===== src/rtl/pcr_trap_unit_if.sv =====
// PCR access bus and host mailbox shared between the execute stage, the host
// and the privileged control register unit.
interface pcr_trap_unit_if #(
   parameter int XLEN = 32
);
   logic            enable;
   logic [1:0]      cmd;
   logic [4:0]      pcr_addr;
   logic [XLEN-1:0] wdata;
   logic [XLEN-1:0] rdata;
   logic            tohost_valid;
   logic [XLEN-1:0] tohost_data;
   logic            tohost_ready;
   logic            fromhost_we;
   logic [XLEN-1:0] fromhost_wdata;

   modport master (
      output enable, cmd, pcr_addr, wdata, tohost_ready, fromhost_we, fromhost_wdata,
      input  rdata, tohost_valid, tohost_data
   );

   modport slave (
      input  enable, cmd, pcr_addr, wdata, tohost_ready, fromhost_we, fromhost_wdata,
      output rdata, tohost_valid, tohost_data
   );
endinterface


===== src/rtl/pcr_trap_unit.sv =====
// Privileged control register file for the Invicta core: MTPCR/SETPCR/CLEARPCR
// access, count/compare timer, interrupt pending state, trap entry, eret and
// the tohost/fromhost mailbox.
module pcr_trap_unit #(
   parameter int XLEN       = 32,
   parameter int NUM_IRQ    = 8,
   parameter int EVEC_ALIGN = 2
) (
   input  logic               clk,
   input  logic               reset,
   pcr_trap_unit_if.slave     bus,
   input  logic               stall,
   input  logic [XLEN-1:0]    pc,
   input  logic               exception,
   input  logic [4:0]         exc_cause,
   input  logic [XLEN-1:0]    exc_badvaddr,
   input  logic               eret,
   input  logic [NUM_IRQ-1:0] ext_irq,
   output logic               trap_valid,
   output logic               eret_valid,
   output logic [XLEN-1:0]    evec,
   output logic [XLEN-1:0]    epc_out,
   output logic [XLEN-1:0]    ptbr,
   output logic               vm_enable,
   output logic               flush_tlb
);

   localparam logic [4:0] ADDR_STATUS   = 5'd0;
   localparam logic [4:0] ADDR_EPC      = 5'd1;
   localparam logic [4:0] ADDR_BADVADDR = 5'd2;
   localparam logic [4:0] ADDR_EVEC     = 5'd3;
   localparam logic [4:0] ADDR_COUNT    = 5'd4;
   localparam logic [4:0] ADDR_COMPARE  = 5'd5;
   localparam logic [4:0] ADDR_CAUSE    = 5'd6;
   localparam logic [4:0] ADDR_PTBR     = 5'd7;
   localparam logic [4:0] ADDR_K0       = 5'd9;
   localparam logic [4:0] ADDR_K1       = 5'd10;
   localparam logic [4:0] ADDR_TOHOST   = 5'd30;
   localparam logic [4:0] ADDR_FROMHOST = 5'd31;

   localparam logic [1:0] CMD_READ  = 2'd0;
   localparam logic [1:0] CMD_WRITE = 2'd1;
   localparam logic [1:0] CMD_SET   = 2'd2;

   localparam logic [XLEN-1:0] EVEC_MASK = ~((XLEN'(1) << EVEC_ALIGN) - XLEN'(1));
   localparam logic [XLEN-1:0] IRQ_FLAG  = XLEN'(1) << (XLEN - 1);

   logic               et_q, s_q, ps_q, vm_q;
   logic [NUM_IRQ-1:0] im_q, ext_q, ip, pending;
   logic               timer_pend_q, host_pend;
   logic [XLEN-1:0]    epc_q, badvaddr_q, evec_q, count_q, compare_q, cause_q;
   logic [XLEN-1:0]    ptbr_q, k0_q, k1_q, tohost_q, fromhost_q;
   logic               tohost_valid_q, trap_valid_q, eret_valid_q;
   logic [XLEN-1:0]    status_rd, old_val, new_val, trap_cause;
   logic               irq_req, take_trap, do_eret, commit, addr_code;
   logic               wr_status, wr_epc, wr_evec, wr_count, wr_compare;
   logic               wr_ptbr, wr_k0, wr_k1, wr_tohost, wr_fromhost;
   logic [2:0]         irq_idx;

   assign host_pend = (fromhost_q != '0);

   generate
      if (NUM_IRQ == 8) begin : g_full_irq
         logic unused_ext;
         assign ip         = {timer_pend_q, host_pend, ext_q[5:0]};
         assign unused_ext = &{1'b0, ext_q[7:6]};
      end else begin : g_ext_irq
         logic unused_internal;
         assign ip              = ext_q;
         assign unused_internal = &{1'b0, timer_pend_q, host_pend};
      end
   endgenerate

   assign pending   = im_q & ip;
   assign irq_req   = et_q & (|pending);
   assign take_trap = !stall & (exception | irq_req);
   assign do_eret   = !stall & eret & !take_trap;
   assign commit    = bus.enable & !stall & (bus.cmd != CMD_READ) & !take_trap;
   assign addr_code = (exc_cause == 5'd0) | (exc_cause == 5'd1) |
                      (exc_cause == 5'd10) | (exc_cause == 5'd11);

   assign wr_status   = commit & (bus.pcr_addr == ADDR_STATUS);
   assign wr_epc      = commit & (bus.pcr_addr == ADDR_EPC);
   assign wr_evec     = commit & (bus.pcr_addr == ADDR_EVEC);
   assign wr_count    = commit & (bus.pcr_addr == ADDR_COUNT);
   assign wr_compare  = commit & (bus.pcr_addr == ADDR_COMPARE);
   assign wr_ptbr     = commit & (bus.pcr_addr == ADDR_PTBR);
   assign wr_k0       = commit & (bus.pcr_addr == ADDR_K0);
   assign wr_k1       = commit & (bus.pcr_addr == ADDR_K1);
   assign wr_tohost   = commit & (bus.pcr_addr == ADDR_TOHOST);
   assign wr_fromhost = commit & (bus.pcr_addr == ADDR_FROMHOST);

   // Pick the highest-numbered enabled pending interrupt line
   always_comb begin
      irq_idx = '0;
      for (int i = 0; i < NUM_IRQ; i++) begin
         if (pending[i]) begin
            irq_idx = 3'(i);
         end
      end
   end

   assign trap_cause = exception ? XLEN'(exc_cause) : (IRQ_FLAG | XLEN'(irq_idx));

   // Assemble the architectural view of status; unlisted bits read as zero
   always_comb begin
      status_rd                 = '0;
      status_rd[0]              = et_q;
      status_rd[2]              = s_q;
      status_rd[3]              = ps_q;
      status_rd[8]              = vm_q;
      status_rd[16 +: NUM_IRQ]  = im_q;
      status_rd[24 +: NUM_IRQ]  = ip;
   end

   // Current value of the addressed register, before any write this cycle
   always_comb begin
      old_val = '0;
      case (bus.pcr_addr)
         ADDR_STATUS:   old_val = status_rd;
         ADDR_EPC:      old_val = epc_q;
         ADDR_BADVADDR: old_val = badvaddr_q;
         ADDR_EVEC:     old_val = evec_q;
         ADDR_COUNT:    old_val = count_q;
         ADDR_COMPARE:  old_val = compare_q;
         ADDR_CAUSE:    old_val = cause_q;
         ADDR_PTBR:     old_val = ptbr_q;
         ADDR_K0:       old_val = k0_q;
         ADDR_K1:       old_val = k1_q;
         ADDR_TOHOST:   old_val = tohost_q;
         ADDR_FROMHOST: old_val = fromhost_q;
         default:       old_val = '0;
      endcase
   end

   // Combine the old value with the operand according to the access kind
   always_comb begin
      new_val = old_val & ~bus.wdata;
      if (bus.cmd == CMD_WRITE) begin
         new_val = bus.wdata;
      end else if (bus.cmd == CMD_SET) begin
         new_val = old_val | bus.wdata;
      end
   end

   assign bus.rdata        = bus.enable ? old_val : '0;
   assign bus.tohost_valid = tohost_valid_q;
   assign bus.tohost_data  = tohost_q;
   assign trap_valid       = trap_valid_q;
   assign eret_valid       = eret_valid_q;
   assign evec             = evec_q;
   assign epc_out          = epc_q;
   assign ptbr             = ptbr_q;
   assign vm_enable        = vm_q;
   assign flush_tlb        = wr_ptbr;

   // Status fields, trap entry, eret return and the fetch-redirect pulses
   always_ff @(posedge clk) begin
      if (reset) begin
         et_q         <= 1'b0;
         s_q          <= 1'b1;
         ps_q         <= 1'b0;
         vm_q         <= 1'b0;
         im_q         <= '0;
         epc_q        <= '0;
         cause_q      <= '0;
         badvaddr_q   <= '0;
         trap_valid_q <= 1'b0;
         eret_valid_q <= 1'b0;
      end else begin
         trap_valid_q <= take_trap;
         eret_valid_q <= do_eret;
         if (take_trap) begin
            epc_q   <= pc;
            cause_q <= trap_cause;
            if (exception && addr_code) begin
               badvaddr_q <= exc_badvaddr;
            end
            ps_q <= s_q;
            s_q  <= 1'b1;
            et_q <= 1'b0;
         end else begin
            if (do_eret) begin
               s_q  <= ps_q;
               et_q <= 1'b1;
            end
            if (wr_status) begin
               et_q <= new_val[0];
               s_q  <= new_val[2];
               ps_q <= new_val[3];
               vm_q <= new_val[8];
               im_q <= new_val[16 +: NUM_IRQ];
            end
            if (wr_epc) begin
               epc_q <= new_val;
            end
         end
      end
   end

   // Free-running counter, sticky compare match and sampled interrupt lines
   always_ff @(posedge clk) begin
      if (reset) begin
         count_q      <= '0;
         timer_pend_q <= 1'b0;
         ext_q        <= '0;
      end else begin
         ext_q   <= ext_irq;
         count_q <= wr_count ? new_val : count_q + XLEN'(1);
         if (wr_compare) begin
            timer_pend_q <= 1'b0;
         end else if (count_q == compare_q) begin
            timer_pend_q <= 1'b1;
         end
      end
   end

   // Plain software-owned registers
   always_ff @(posedge clk) begin
      if (reset) begin
         evec_q    <= '0;
         compare_q <= '0;
         ptbr_q    <= '0;
         k0_q      <= '0;
         k1_q      <= '0;
      end else begin
         if (wr_evec)    evec_q    <= new_val & EVEC_MASK;
         if (wr_compare) compare_q <= new_val;
         if (wr_ptbr)    ptbr_q    <= new_val;
         if (wr_k0)      k0_q      <= new_val;
         if (wr_k1)      k1_q      <= new_val;
      end
   end

   // Host mailbox: tohost handshake and host-written fromhost
   always_ff @(posedge clk) begin
      if (reset) begin
         tohost_q       <= '0;
         tohost_valid_q <= 1'b0;
         fromhost_q     <= '0;
      end else begin
         if (wr_tohost) begin
            tohost_q       <= new_val;
            tohost_valid_q <= 1'b1;
         end else if (bus.tohost_ready && tohost_valid_q) begin
            tohost_valid_q <= 1'b0;
         end
         if (bus.fromhost_we) begin
            fromhost_q <= bus.fromhost_wdata;
         end else if (wr_fromhost) begin
            fromhost_q <= new_val;
         end
      end
   end

endmodule

===== src/flat_wrapper.sv =====
// flat-port wrapper written by rule: the top's interface ports become plain ports
module pcr_trap_unit_flat 
#(
   parameter int XLEN       = 32,
   parameter int NUM_IRQ    = 8,
   parameter int EVEC_ALIGN = 2
)
  (clk, reset, stall, pc, exception, exc_cause, exc_badvaddr, eret, ext_irq, trap_valid, eret_valid, evec, epc_out, ptbr, vm_enable, flush_tlb, bus_enable, bus_cmd, bus_pcr_addr, bus_wdata, bus_tohost_ready, bus_fromhost_we, bus_fromhost_wdata, bus_rdata, bus_tohost_valid, bus_tohost_data);
  pcr_trap_unit_if #(.XLEN(XLEN)) bus_i ();
  input  logic clk;
  input  logic reset;
  input  logic stall;
  input  logic [XLEN-1:0] pc;
  input  logic exception;
  input  logic [4:0] exc_cause;
  input  logic [XLEN-1:0] exc_badvaddr;
  input  logic eret;
  input  logic [NUM_IRQ-1:0] ext_irq;
  output logic trap_valid;
  output logic eret_valid;
  output logic [XLEN-1:0] evec;
  output logic [XLEN-1:0] epc_out;
  output logic [XLEN-1:0] ptbr;
  output logic vm_enable;
  output logic flush_tlb;
  input wire logic [$bits(bus_i.enable)-1:0] bus_enable;
  input wire logic [$bits(bus_i.cmd)-1:0] bus_cmd;
  input wire logic [$bits(bus_i.pcr_addr)-1:0] bus_pcr_addr;
  input wire logic [$bits(bus_i.wdata)-1:0] bus_wdata;
  input wire logic [$bits(bus_i.tohost_ready)-1:0] bus_tohost_ready;
  input wire logic [$bits(bus_i.fromhost_we)-1:0] bus_fromhost_we;
  input wire logic [$bits(bus_i.fromhost_wdata)-1:0] bus_fromhost_wdata;
  output wire logic [$bits(bus_i.rdata)-1:0] bus_rdata;
  output wire logic [$bits(bus_i.tohost_valid)-1:0] bus_tohost_valid;
  output wire logic [$bits(bus_i.tohost_data)-1:0] bus_tohost_data;
  assign bus_i.enable = bus_enable;
  assign bus_i.cmd = bus_cmd;
  assign bus_i.pcr_addr = bus_pcr_addr;
  assign bus_i.wdata = bus_wdata;
  assign bus_i.tohost_ready = bus_tohost_ready;
  assign bus_i.fromhost_we = bus_fromhost_we;
  assign bus_i.fromhost_wdata = bus_fromhost_wdata;
  assign bus_rdata = bus_i.rdata;
  assign bus_tohost_valid = bus_i.tohost_valid;
  assign bus_tohost_data = bus_i.tohost_data;
  pcr_trap_unit #(.XLEN(XLEN), .NUM_IRQ(NUM_IRQ), .EVEC_ALIGN(EVEC_ALIGN)) u_core (.clk(clk), .reset(reset), .bus(bus_i), .stall(stall), .pc(pc), .exception(exception), .exc_cause(exc_cause), .exc_badvaddr(exc_badvaddr), .eret(eret), .ext_irq(ext_irq), .trap_valid(trap_valid), .eret_valid(eret_valid), .evec(evec), .epc_out(epc_out), .ptbr(ptbr), .vm_enable(vm_enable), .flush_tlb(flush_tlb));
endmodule

===== config.mk =====
export PLATFORM = sky130hd
export DESIGN_NAME = pcr_trap_unit_flat
export DESIGN_NICKNAME = d
export VERILOG_FILES = /design/src/rtl/pcr_trap_unit_if.sv /design/src/rtl/pcr_trap_unit.sv /design/src/flat_wrapper.sv
export SDC_FILE = /design/constraint.sdc
export NUM_CORES = 1
export LEC_CHECK = 0
export CAP_MARGIN = 20
export CORE_MARGIN = 2
export CORE_UTILIZATION = 42
export DETAILED_ROUTE_END_ITERATION = 16
export PLACE_DENSITY = 0.66
export SLEW_MARGIN = 20
export SYNTH_ARGS = -nofsm -noshare
export SYNTH_HDL_FRONTEND = slang
export SYNTH_SLANG_ARGS = --single-unit

===== constraint.sdc =====
create_clock -name clk -period 3.3 [get_ports clk]
set_clock_uncertainty 0.15 [all_clocks]
set_input_delay 0.33 -clock clk [delete_from_list [all_inputs] [get_ports clk]]
set_output_delay 0.33 -clock clk [all_outputs]
set_load 0.005 [all_outputs]

==> run_results.csv <==
group,metric,value,unit
outcome,status,"finished, violations left",
outcome,violations,"negative setup slack",
floorplanning,coreArea,43100,µm²
finish,final_core_util,61.9,%
floorplanning,dieArea,45400,µm²
power,p_seq_share,41.7,%
power,internal-power,0.00764,W
route,ant_nets,0,
timing,tightest_slew,1120,ps
timing,fin_ws,-8.82,ps
power,p_switching,0.00283,W
worst_setup_path,cp-start-kind,"primary input",
placement,numPortBuffers,316,
floorplanning,die_w,213,µm
route,wl_per_cell,29.3,µm
global_routing,overflow,0,
placement,place_congestion,1.04,
global_routing,grt_usage,44.0,%
power,power,0.0105,W
min_path,hold_class,"in2reg",
logic_synthesis,syn_area_per_cell,7.86,µm²
worst_setup_path,crit_slowest_cell,"clkdlybuf4s50_1",
placement,dp_hpwl,76.1,mm
power,pwr-share-clk,44.0,%
timing,slew_viol_final,0,
cts,clk_latency,570,ps
logic_synthesis,synth_edf_count,0,
finish,layout_common_cells,"nand2_1 (400), dfxtp_1 (344), buf_4 (323)",
cts,cts_tree,"built",
finish,antenna_cells,0,
timing,max_freq,302,MHz
timing,hold_viol_final,0,
worst_setup_path,slowest_delay,480,ps
power,combinationalPowerShare,14.3,%
logic_synthesis,synthCells,2335,
route,vias,22401,
power,p_sw_share,27.1,%
finish,drive_gt1_share,19.5,%
route,vias_per_cell,6.44,
logic_synthesis,seq_area_frac_synth,37.8,%
floorplanning,die_y,213,µm
worst_setup_path,cp_common_cell,"buf_4",
worst_setup_path,critPathKind,"in2out",
floorplanning,initial_utilization,42.6,%
cts,cts_inserted_buffers,40,
timing,post-route-period-util,100,%
finish,fin_cells,3479,
cts,clk_pin_slew_worst_paths,50,ps
flow_run,maxCapViolations,0,
power,p_per_area,393,nW/µm²
logic_synthesis,ys_async_sr_fraction,0,%
route,drt_iter0_drc,3383,
global_routing,antenna_found_initial,5,
finish,syn_to_final_growth,45.2,%
timing,slew_headroom,25.2,%
global_routing,grt_pass1_wl,144,mm
placement,dp_cells,3392,
timing,period_needed,3310,ps
cts,htree_levels,2,
logic_synthesis,yosys_warnings,0,
floorplanning,boundaryPins,321,
timing,holdWs,85.5,ps
power,ir_drop,428,µV
route,drc_errors,0,
timing,setup_viol,1,
logic_synthesis,synth_cell_type_count,82,
route,drt-pass1-iter-count,6,
cts,clk_path_buf_depth,3,
finish,mostFrequentLayoutCell,"nand2_1",
worst_setup_path,cp-end-kind,"primary output",
timing,fin_tns_setup,-8.82,ps
cts,root_buffer,"clkbuf_16",
logic_synthesis,synth-seq-cells,346,
power,leakagePower,9.72,nW
worst_setup_path,cp_max_fo,7,
logic_synthesis,syn_area,18300,µm²
logic_synthesis,synth_ff_type,"dfxtp_1",
worst_setup_path,cp.required,2820,ps
cts,clock_sink_count,346,
finish,nets,3024,
global_routing,grt_max_degree,93,
floorplanning,rows,76,
global_routing,grt_pass1_vias,21063,
worst_setup_path,worstPathCellList,"clkdlybuf4s50_1 > buf_6 > buf_4 > or3b_4 > nor2_8 > buf_12 > buf_4 > a22oi_2 > nand3_1 > o31a_1 > dlygate4sd2_1",
route,finalWirelength,102,mm
worst_setup_path,crit_arrival,2830,ps
==> state kept, by name, indices dropped and copies added (netlist names), 6 cells and up <==
name	flops
u_core.bus.tohost_data	32
u_core.evec	30
u_core.cause_q	6
u_core.k1_q	32
u_core.fromhost_q	32
u_core.count_q	32
u_core.badvaddr_q	32
u_core.im_q	8
u_core.epc_out	32
u_core.ext_q	6
u_core.compare_q	32
u_core.k0_q	32
u_core.ptbr	32
==> cell type report <==
| class | instances | area, µm² |
|---|---|---|
| fill | 3852 | 16400 |
| tap | 585 | 732 |
| sequential | 346 | 6930 |
| clock buffer | 61 | 1200 |
| clock inverter | 8 | 125 |
| inverter | 25 | 93.8 |
| timing repair buffer | 702 | 6710 |
| multi-input combinational | 1752 | 10800 |
==> power by group through the flow <==
stage / sequential [W] / clock, W / combinational [W]
3_5_place_dp: 0.00444 / 0 / 0.00140
2_1_floorplan: 0.00439 / 0 / 0.000570
3_3_place_gp: 0.00444 / 0 / 0.00139
6_report: 0.00437 / 0.00461 / 0.00150
5_1_grt: 0.00436 / 0.00477 / 0.00154
4_1_cts: 0.00435 / 0.00462 / 0.00143
==> synth_stat cells (6+ instances only) <==
library cell	instances	share of area, %
clkbuf_1	139	2.8
nand4b_1	7	0.33
and3_1	98	3.3
a211oi_1	64	2.6
mux2_2	8	0.49
nor3b_1	14	0.57
nor4_1	18	0.61
xor2_1	19	0.91
a2111oi_0	32	1.5
nand3b_1	18	0.74
nand3_1	170	4.6
a31oi_2	6	0.41
a311oi_1	52	2.5
buf_4	16	0.65
a21o_1	9	0.37
a2111oi_1	10	0.55
a221oi_1	17	0.81
a31oi_1	8	0.27
mux2i_1	29	1.6
o22ai_1	15	0.51
nand2_1	400	8.2
a22oi_1	38	1.6
a22o_1	15	0.72
xnor2_1	75	3.6
dfxtp_1	346	38
o21ai_0	58	1.6
a32o_1	11	0.60
inv_1	23	0.47
buf_2	53	1.4
nand4_1	58	2.0
nor2b_1	11	0.38
nor3_1	23	0.63
nor2_1	95	1.9
and2_1	9	0.31
a21oi_1	272	7.4
==> critical path: cells and delay by family <==
kind	cells	cell delay, ps
simple gates	3	420
buf+inv	6	1430
compound gates	2	640
==> through the flow <==
step | instance area, µm² | setup slack [ps]
finish | 26600 | -8.82
detailed placement | 24700 | -342
global route | 26600 | -2.84
CTS | 26400 | 2.00
global placement | 24700 | -330
floorplan | 18400 | 852
==> metal layers <==
layer	GRT usage, %	share of wire (%)
met1	61.8	41
met2	61.1	40
met3	15.9	15
met4	16.3	3.8
met5	0	0.028
==> what timing repair did <==
action / CTS / global route
hold buffers: 0 / 0
setup endpoints to repair: 33 / 16
gates resized for setup: 108 / 29
buffers inserted: 10 / 9
pin swaps: 16 / 7
==> worst paths after layout <==
check                                                  startpoint                                 end  slack, ps  cells after the start
worst max-delay path                              bus_pcr_addr[4]                        bus_rdata[3]         -9                     11
worst min-delay path                                        reset        u_core.trap_valid$_SDFF_PP0_         90                      2
worst max register to register  u_core.fromhost_q[2]$_SDFFE_PP0P_  u_core.fromhost_q[20]$_SDFFE_PP0P_         80                     13
worst min register to register       u_core.k1_q[15]$_SDFFE_PP0P_        u_core.k1_q[15]$_SDFFE_PP0P_        300                      2
==> cell families after synthesis <==
group | Yosys count | share of synthesized area (%)
simple gates | 968 | 26.0
fa+ha+maj | 1 | 0.0682
mux | 37 | 2.07
compound gates | 650 | 23.9
xor+xnor | 94 | 4.49
flops | 346 | 37.8
buf+inv | 238 | 5.69
other cells | 1 | 0.0204
Note: power is estimated with default switching activity, not from simulation.
